==> config.mk <==
export PLATFORM = sky130hd
export DESIGN_NAME = dscan_mux
export DESIGN_NICKNAME = d
export VERILOG_FILES = /design/src/rtl/dscan_pkg.sv /design/src/rtl/dscan_tick.sv /design/src/rtl/dscan_mux.sv
export SDC_FILE = /design/constraint.sdc
export NUM_CORES = 1
export LEC_CHECK = 0
export ABC_AREA = 1
export CAP_MARGIN = 20
export CORE_MARGIN = 4
export CORE_UTILIZATION = 40
export CTS_BUF_LIST = sky130_fd_sc_hd__clkbuf_8
export CTS_CLUSTER_DIAMETER = 80
export CTS_CLUSTER_SIZE = 12
export DETAILED_ROUTE_END_ITERATION = 7
export PLACE_DENSITY_LB_ADDON = 0.12
export SETUP_SLACK_MARGIN = 0.1
export SLEW_MARGIN = 10
export SYNTH_ARGS = -nofsm -noshare
export SYNTH_HDL_FRONTEND = slang
export SYNTH_SLANG_ARGS = --single-unit
==> constraint.sdc <==
create_clock -name CLK -period 3.7 [get_ports CLK]
set_input_delay 0.74 -clock CLK [delete_from_list [all_inputs] [get_ports CLK]]
set_output_delay 0.74 -clock CLK [all_outputs]
set_load 0.02 [all_outputs]
==> src/rtl/dscan_pkg.sv <==
// dscan_pkg: shared constants and helpers for the dscan_mux digit scanner.
//   SUBW/SUB_LAST : sub-step counter width and last value (8 sub-steps per slot)
//   FRAME_W       : width of the blink frame counter (DSCAN_BLINK_EN builds)
//   sa_off()      : all-ones (every digit dark) select pattern
//   one_cold()    : active-low select with a single zero at the given slot
// The helpers return MAXWIN bits; callers cast down to their own WIN.
package dscan_pkg;

    localparam int SUBW    = 3;
    localparam logic [SUBW-1:0] SUB_LAST = 3'd7;
    localparam int FRAME_W = 5;
    localparam int MAXWIN  = 32;

    function automatic logic [MAXWIN-1:0] sa_off();
        return '1;
    endfunction

    function automatic logic [MAXWIN-1:0] one_cold(input logic [4:0] slot);
        return ~(MAXWIN'(1) << slot);
    endfunction

endpackage

==> src/rtl/dscan_tick.sv <==
// dscan_tick: scan prescaler. Counts enabled clocks 0..DIV-1 and emits a
// one-cycle step pulse on the last count.
//   clk_i    : system clock, rising edge
//   rst_i    : synchronous active-high reset
//   enable_i : count qualifier; the counter holds while low
//   step_o   : combinational step pulse (pre == DIV-1 and enable_i)
module dscan_tick
    import dscan_pkg::*;
#(
    parameter int DIV = 1
) (
    input  logic clk_i,
    input  logic rst_i,
    input  logic enable_i,
    output logic step_o
);

    localparam int PW = (DIV > 1) ? $clog2(DIV) : 1;
    localparam logic [PW-1:0] PRE_LAST = PW'(DIV - 1);

    logic [PW-1:0] pre_q, pre_d;

    assign step_o = enable_i && (pre_q == PRE_LAST);

    always_comb begin
        pre_d = pre_q;
        if (step_o) begin
            pre_d = '0;
        end else if (enable_i) begin
            pre_d = pre_q + 1'b1;
        end
    end

    always_ff @(posedge clk_i) begin
        if (rst_i) begin
            pre_q <= '0;
        end else begin
            pre_q <= pre_d;
        end
    end

endmodule

==> src/rtl/dscan_mux.sv <==
// dscan_mux: multiplexed digit scanner. Shows a WIN-nibble window, starting at
// a frame-latched offset, out of NDATA packed nibbles on WIN active-low digit
// selects, with 8-level per-slot brightness PWM.
//   CLK    : system clock, rising edge
//   RST    : synchronous active-high reset
//   ENABLE : scan advance qualifier (outputs still track live D/BRIGHT)
//   D      : NDATA*DW packed nibbles, nibble i = D[i*DW +: DW]
//   OFS    : window start index, taken only at frame start, ignored if >= NDATA
//   BRIGHT : lit sub-steps per slot, 0 = dark, 7 = 7/8 duty
//   BLINK  : per-slot blink enables (only when DSCAN_BLINK_EN is defined)
//   SA     : active-low digit selects, at most one low
//   L      : nibble for the lit digit, held while dark
// Build option DSCAN_BLINK_EN: adds BLINK and a 5-bit frame counter; slots with
// BLINK set go dark while frame counter bit 4 is set.
module dscan_mux
    import dscan_pkg::*;
#(
    parameter int WIN   = 4,
    parameter int NDATA = 6,
    parameter int DW    = 4,
    parameter int DIV   = 1,
    parameter int OW    = $clog2(NDATA)
) (
    input  logic                CLK,
    input  logic                RST,
    input  logic                ENABLE,
    input  logic [NDATA*DW-1:0] D,
    input  logic [OW-1:0]       OFS,
    input  logic [2:0]          BRIGHT,
`ifdef DSCAN_BLINK_EN
    input  logic [WIN-1:0]      BLINK,
`endif
    output logic [WIN-1:0]      SA,
    output logic [DW-1:0]       L
);

    localparam int SLW = $clog2(WIN);
    localparam logic [SLW-1:0] SLOT_LAST = SLW'(WIN - 1);
    localparam logic [OW:0]    NDATA_W   = (OW + 1)'(NDATA);

    logic            step;
    logic            frame_end;
    logic            blink_dark;
    logic            lit;
    logic [SUBW-1:0] sub_q, sub_d;
    logic [SLW-1:0]  slot_q, slot_d;
    logic [OW-1:0]   ofs_q, ofs_d;
    logic [WIN-1:0]  sa_q, sa_d;
    logic [DW-1:0]   l_q, l_d;
    logic [OW:0]     sum, idx;

    dscan_tick #(
        .DIV (DIV)
    ) u_tick (
        .clk_i    (CLK),
        .rst_i    (RST),
        .enable_i (ENABLE),
        .step_o   (step)
    );

    assign frame_end = step && (sub_q == SUB_LAST) && (slot_q == SLOT_LAST);

    always_comb begin
        sub_d  = sub_q;
        slot_d = slot_q;
        ofs_d  = ofs_q;
        if (step) begin
            sub_d = sub_q + 1'b1;
            if (sub_q == SUB_LAST) begin
                slot_d = (slot_q == SLOT_LAST) ? '0 : slot_q + 1'b1;
            end
        end
        // Offset only moves at frame start so a frame never tears.
        if (frame_end && ({1'b0, OFS} < NDATA_W)) begin
            ofs_d = OFS;
        end
    end

`ifdef DSCAN_BLINK_EN
    logic [FRAME_W-1:0] frame_q, frame_d;

    assign frame_d    = frame_end ? frame_q + 1'b1 : frame_q;
    assign blink_dark = frame_q[FRAME_W-1] & BLINK[slot_q];

    always_ff @(posedge CLK) begin
        if (RST) begin
            frame_q <= '0;
        end else begin
            frame_q <= frame_d;
        end
    end
`else
    assign blink_dark = 1'b0;
`endif

    // ofs_q < NDATA and slot < WIN <= NDATA, so one conditional subtract
    // is enough to wrap the index.
    always_comb begin
        sum  = {1'b0, ofs_q} + (OW + 1)'(slot_q);
        idx  = (sum >= NDATA_W) ? sum - NDATA_W : sum;
        lit  = (sub_q < BRIGHT) && !blink_dark;
        sa_d = lit ? WIN'(one_cold(5'(slot_q))) : WIN'(sa_off());
        l_d  = lit ? D[idx*DW +: DW] : l_q;
    end

    always_ff @(posedge CLK) begin
        if (RST) begin
            sub_q  <= '0;
            slot_q <= '0;
            ofs_q  <= '0;
            sa_q   <= '1;
            l_q    <= '0;
        end else begin
            sub_q  <= sub_d;
            slot_q <= slot_d;
            ofs_q  <= ofs_d;
            sa_q   <= sa_d;
            l_q    <= l_d;
        end
    end

    assign SA = sa_q;
    assign L  = l_q;

endmodule

# Word-level counts from Yosys, hierarchy flattened
# Index checks and enable logic that the tools add are counted.
# totals
reg_bits,17
in_bits,33
output_inout_bits,8
elab_cells,30
# classes
n_addsub,5
n_lt_le_gt_ge,3
n_eq_ne,2
n_shift,2
muxes,2
bitwise,3
reduce_logical,7
# ops
cell,count
24-bit by 7-bit indexed part select with 4-bit output,1
3-bit by 2-bit adder with 4-bit output,1
"4-bit by 3-bit >= comparator with 1-bit output, second input constant",1
1-bit logical AND,4
4-bit 2-to-1 mux,1
4-bit inverter,1
2-bit OR reduction,2
"1-bit by 2-bit << shifter with 4-bit output, first input constant",1
"4-bit by 3-bit subtractor with 4-bit output, second input constant",1
"3-bit by 1-bit adder with 3-bit output, second input constant",1
"3-bit equality test, second input constant",1
3-bit less-than comparator,1
"3-bit less-than comparator, second input constant",1
"2-bit by 1-bit adder with 2-bit output, second input constant",1
"2-bit equality test, second input constant",1
2-bit 2-to-1 mux,1
1-bit inverter,2
2-bit AND reduction,1
"1-bit adder, second input constant",1

# Logic depth before layout (Yosys ltp)
# logic_depth
depth_word,5
depth_mapped,15
depth_no_buf,15

# Cells and area by module
# From an unflattened synthesis, not the netlist that was laid out.
# hier_totals
cells_unflattened,154
hier_area_um2,1137.3
# by_module_without_submodules
module,n_inst,cells_per_inst,area_per_inst_um2,seq_area_each_um2
dscan_mux,1,149,1099.8,320.3
dscan_tick,1,5,37.5,20.0

# Worst setup path after synthesis
# Ideal clock, no wire load.
# synth_path
path_kind,register to register
from,reg slot_q[0]
to,reg l_q[0] (netlist: L[0])
setup_ns,0.066
arrival_time_ns,1.989
required_time_ns,3.634
path_slack_ns,1.645
stages_incl_launch_ff,15
path_buffers,0
period_less_slack_ns,2.055
cell_sequence,dfxtp_1 > ha_1 > fa_1 > inv_1 > nand2_2 > nand2_2 > inv_1 > ha_1 > inv_1 > nand2_1 > nand2_4 > inv_2 > a21oi_1 > nand2_1 > a21oi_2
# synth_between
elab_chain_len,4
elab_cells_between_ends,5
classes_between,add/sub: 2; order compare: 1; shift: 1; mux: 1
# synth_rtl
element,line,rtl
from (decl),dscan_mux.sv:46,"logic [SLW-1:0] slot_q, slot_d;"
from (signal assigned),dscan_mux.sv:115,slot_q <= slot_d;
3-bit by 2-bit adder with 4-bit output *,dscan_mux.sv:99,"sum = {1'b0, ofs_q} + (OW + 1)'(slot_q);"
4-bit by 3-bit subtractor with 4-bit output / 4-bit by 3-bit >= comparator with 1-bit output (equally long branches),dscan_mux.sv:100,idx = (sum >= NDATA_W) ? sum - NDATA_W : sum;
4-bit 2-to-1 mux *,dscan_mux.sv:100,
24-bit by 7-bit indexed part select with 4-bit output *,dscan_mux.sv:103,l_d = lit ? D[idx*DW +: DW] : l_q;
to (signal assigned),dscan_mux.sv:118,l_q <= l_d;
to (decl),dscan_mux.sv:49,"logic [DW-1:0] l_q, l_d;"
# Mark *: on every way between the ends. The rest lies on a longest branch, timed or not.
# A chain may end at the register's enable or synchronous reset.

# Final worst setup path
# Ends and elaborated chain as after synthesis.

==> summary.txt <==
Run status
  • Outcome: finished clean

Timing
  • Worst-Margin Slew: 0.487 ns
  • Final setup fails: 0
  • Hold Violations, Final: 0
  • RSZ-0062 raised after global routing: no
  • Clock Skew: around 0.0036 ns
  • Pins Over Slew Limit: 0
  • Setup TNS: 0 ns
  • Final worst-path cycle share: between 50% and 60%
  • F_max: about 0.45 GHz
  • Slew HR: between 60% and 70%
  • Clock period minus worst slack: between 2 and 2.5 ns

Die
  • Die area: roughly 3800 um2
  • Site Rows: 19
  • Die Y-Extent: 61.5 um
  • Ports: between 40 and 50
  • Die W: about 62 um
  • Core ar.: 2760 um2
  • Initial core utilization: between 40% and 50%

Logic synthesis
  • Cell taking the most area after synthesis: dfxtp_1
  • Cell area after synthesis: between 1000 and 1500 um2
  • Post-synthesis cell type count: 21
  • #FFs+latches synth: 17
  • Average size of a mapped cell: roughly 7.3 um2
  • Post-synthesis cell count: ~160
  • Post-synthesis sequential area ratio: 29.7%
  • Syn nets: about 200
  • Yosys warns: 0
  • Main area contributors after synthesis: dfxtp_1 30%, ha_1 12%, nand2_1 11%, mux2_2 6.9%, nand3_1 6.6%
  • Post-synth top area share: between 20 and 30%

GRT
  • Number of global-route vias before repair: between 900 and 1000
  • Initial antenna violation count: 0
  • Largest net degree at the start of global routing: 15
  • GR Overflow Total: 0
  • First-pass GRT wire length: a little under 4000 um
  • GRT Resource Usage Total: between 10% and 20%

Clocking
  • Hold buffers post-CTS: 0
  • H-tree depth: 1
  • Deepest clock path buffer count: 2
  • # clock sinks: 17
  • Post-CTS sizing: 0
  • Root buf cell: clkbuf_8
  • Setup repair bufs after CTS: 0
  • Reg clk slew, reported paths: 0.07 ns
  • CTS tree: done
  • Worst skew pair latency: ~0.25 ns
  • Total CTS buffers: 3

Power and ir drop
  • PwrDens: 268 nW/um2
  • P_sw: 0.109 mW
  • Cell-internal power: 0.324 mW
  • Total power: 0.432 mW
  • Leak: 0.725 nW
  • Max IR drop VDD: 0.277 mV
  • Switching Share: about a quarter
  • Flop pwr share: between 40 and 50%
  • Clock power frac: between 30% and 40%
  • Logic pwr share: between 20 and 25%

Critical path
  • Arr. time, crit path: 2.39 ns
  • Crit-path max FO: 9
  • Required time of the critical path: ~3.9 ns
  • Crit. End Element: flop
  • Crit start category: flop
  • Setup CP Type: flop to flop

Place
  • Placer Congestion: around 0.76
  • Hpwl dp: between 2000 and 2500 um
  • Port Buffer Count: 40

Detailed routing
  • Routed Antenna Nets: 0
  • Wire length per cell: roughly 11 um
  • WL final: 2500 um
  • Routed via count: about 1100
  • Initial DRC Count: between 40 and 50
  • Detailed Routing Iterations Pass 1: 4
  • Vias/cell: 4.76
  • # DRC: 0

Job
  • MaxCap Viol Count: 0

Finish
  • Proportion of layout cells with a drive suffix above 1: between 10% and 20%
  • Antenna Cells: 0
  • Total Nets Final: about 240
  • Area Growth Syn to Fin: 40.8%

Min path
  • Hold Path Class: flop to flop
worst max-delay path, stage by stage (launching register included):
cell	delay (ns)
dfxtp_1	0.35
ha_1	0.25
fa_1	0.39
inv_1	0.08
nand2_2	0.06
nand2_2	0.10
inv_1	0.05
ha_1	0.26
inv_1	0.05
nand2_1	0.08
nand2_4	0.11
inv_2	0.04
a21oi_1	0.13
nand2_1	0.07
a21oi_2	0.10
cells in the mapped netlist:
| library cell | instances |
|---|---|
| buf_4 | 1 |
| fa_1 | 1 |
| mux2_2 | 7 |
| buf_6 | 1 |
| ha_1 | 11 |
| a211oi_1 | 1 |
| o21ai_0 | 9 |
| nor2_1 | 16 |
| inv_2 | 1 |
| dfxtp_1 | 17 |
| nand2_2 | 4 |
| a21oi_1 | 10 |
| nand4_1 | 1 |
| nand2_1 | 34 |
| nand3_1 | 15 |
| a21oi_2 | 1 |
| nand2_4 | 2 |
| and2_1 | 1 |
| nand3_2 | 1 |
| mux2i_1 | 3 |
| inv_1 | 19 |
state kept, by name, summed over array words and instances, names as in the netlist:
signal and count:
sub_q 3, u_tick.pre_q 1, SA 4, L 4, ofs_q 3, slot_q 2
cells by family after synthesis:
| family | Yosys count | synth area share (%) |
|---|---|---|
| adders and majority gates | 12 | 13.8 |
| muxes | 10 | 9.51 |
| DFF | 17 | 29.7 |
| buffers and inverters | 22 | 8.20 |
| AOI/OAI and AO/OA | 21 | 9.73 |
| and+or+nand+nor | 74 | 29.1 |
metrics by stage:
stage	instance area, um2	worst slack, ns	cells	utilization, %	hold WS (ns)
floorplan	1140	1.65	156	-	0.417
global placement	1570	1.42	225	56.8	0.425
detailed placement	1570	1.35	225	56.8	0.433
CTS	1610	1.48	229	58.4	0.443
global route	1610	1.29	229	58.4	0.466
finish	1610	1.50	229	58.4	0.443
layout by cell type, fill, tap and decap left out:
cell type	netlist	final
dfxtp_1	17	17
o21ai_0	9	9
nor2_1	16	16
a211oi_1	1	1
clkbuf_8	0	3
a21oi_2	1	1
nand2_2	4	4
nand3_2	1	1
nand2_4	2	2
mux2_2	7	7
clkdlybuf4s50_1	0	40
nand3_1	15	15
a21oi_1	10	10
fa_1	1	1
clkinv_2	0	1
nand4_1	1	1
inv_2	1	1
inv_1	19	19
and2_1	1	1
mux2i_1	3	3
nand2_1	34	34
ha_1	11	11
final timing paths:
kind           startpoint            to  slack, ns  cells after the start
max             slot_q[0]          L[0]       1.50                     14
min          u_tick.pre_q  u_tick.pre_q       0.44                      2
max reg2reg     slot_q[0]          L[0]       1.50                     14
min reg2reg  u_tick.pre_q  u_tick.pre_q       0.44                      2
layer usage:
metal	track usage (%)	share of wire, %	up-vias
met4	3.94	1.1	0
met5	0	0	-
met3	5.24	6.9	5
met1	16.8	46	469
met2	23.2	46	25
li1	-	-	592
final cells by class:
cell class | count | area (um2)
multi-input cells | 117 | 711
clock inverters | 1 | 5.00
fillers | 269 | 1150
flip-flops and latches | 17 | 340
well taps | 31 | 38.8
inverters | 20 | 75.1
repair buffers | 40 | 400
clock buffers | 3 | 41.3
power groups by stage:
stage / Clock [mW] / Combinational, mW / Sequential, mW
3_3_place_gp: 0 / 0.0952 / 0.201
5_1_grt: 0.147 / 0.107 / 0.198
6_report: 0.139 / 0.0967 / 0.197
4_1_cts: 0.141 / 0.0975 / 0.197
2_1_floorplan: 0 / 0.0388 / 0.207
3_5_place_dp: 0 / 0.0969 / 0.201
(Power assumes the default switching activity.)
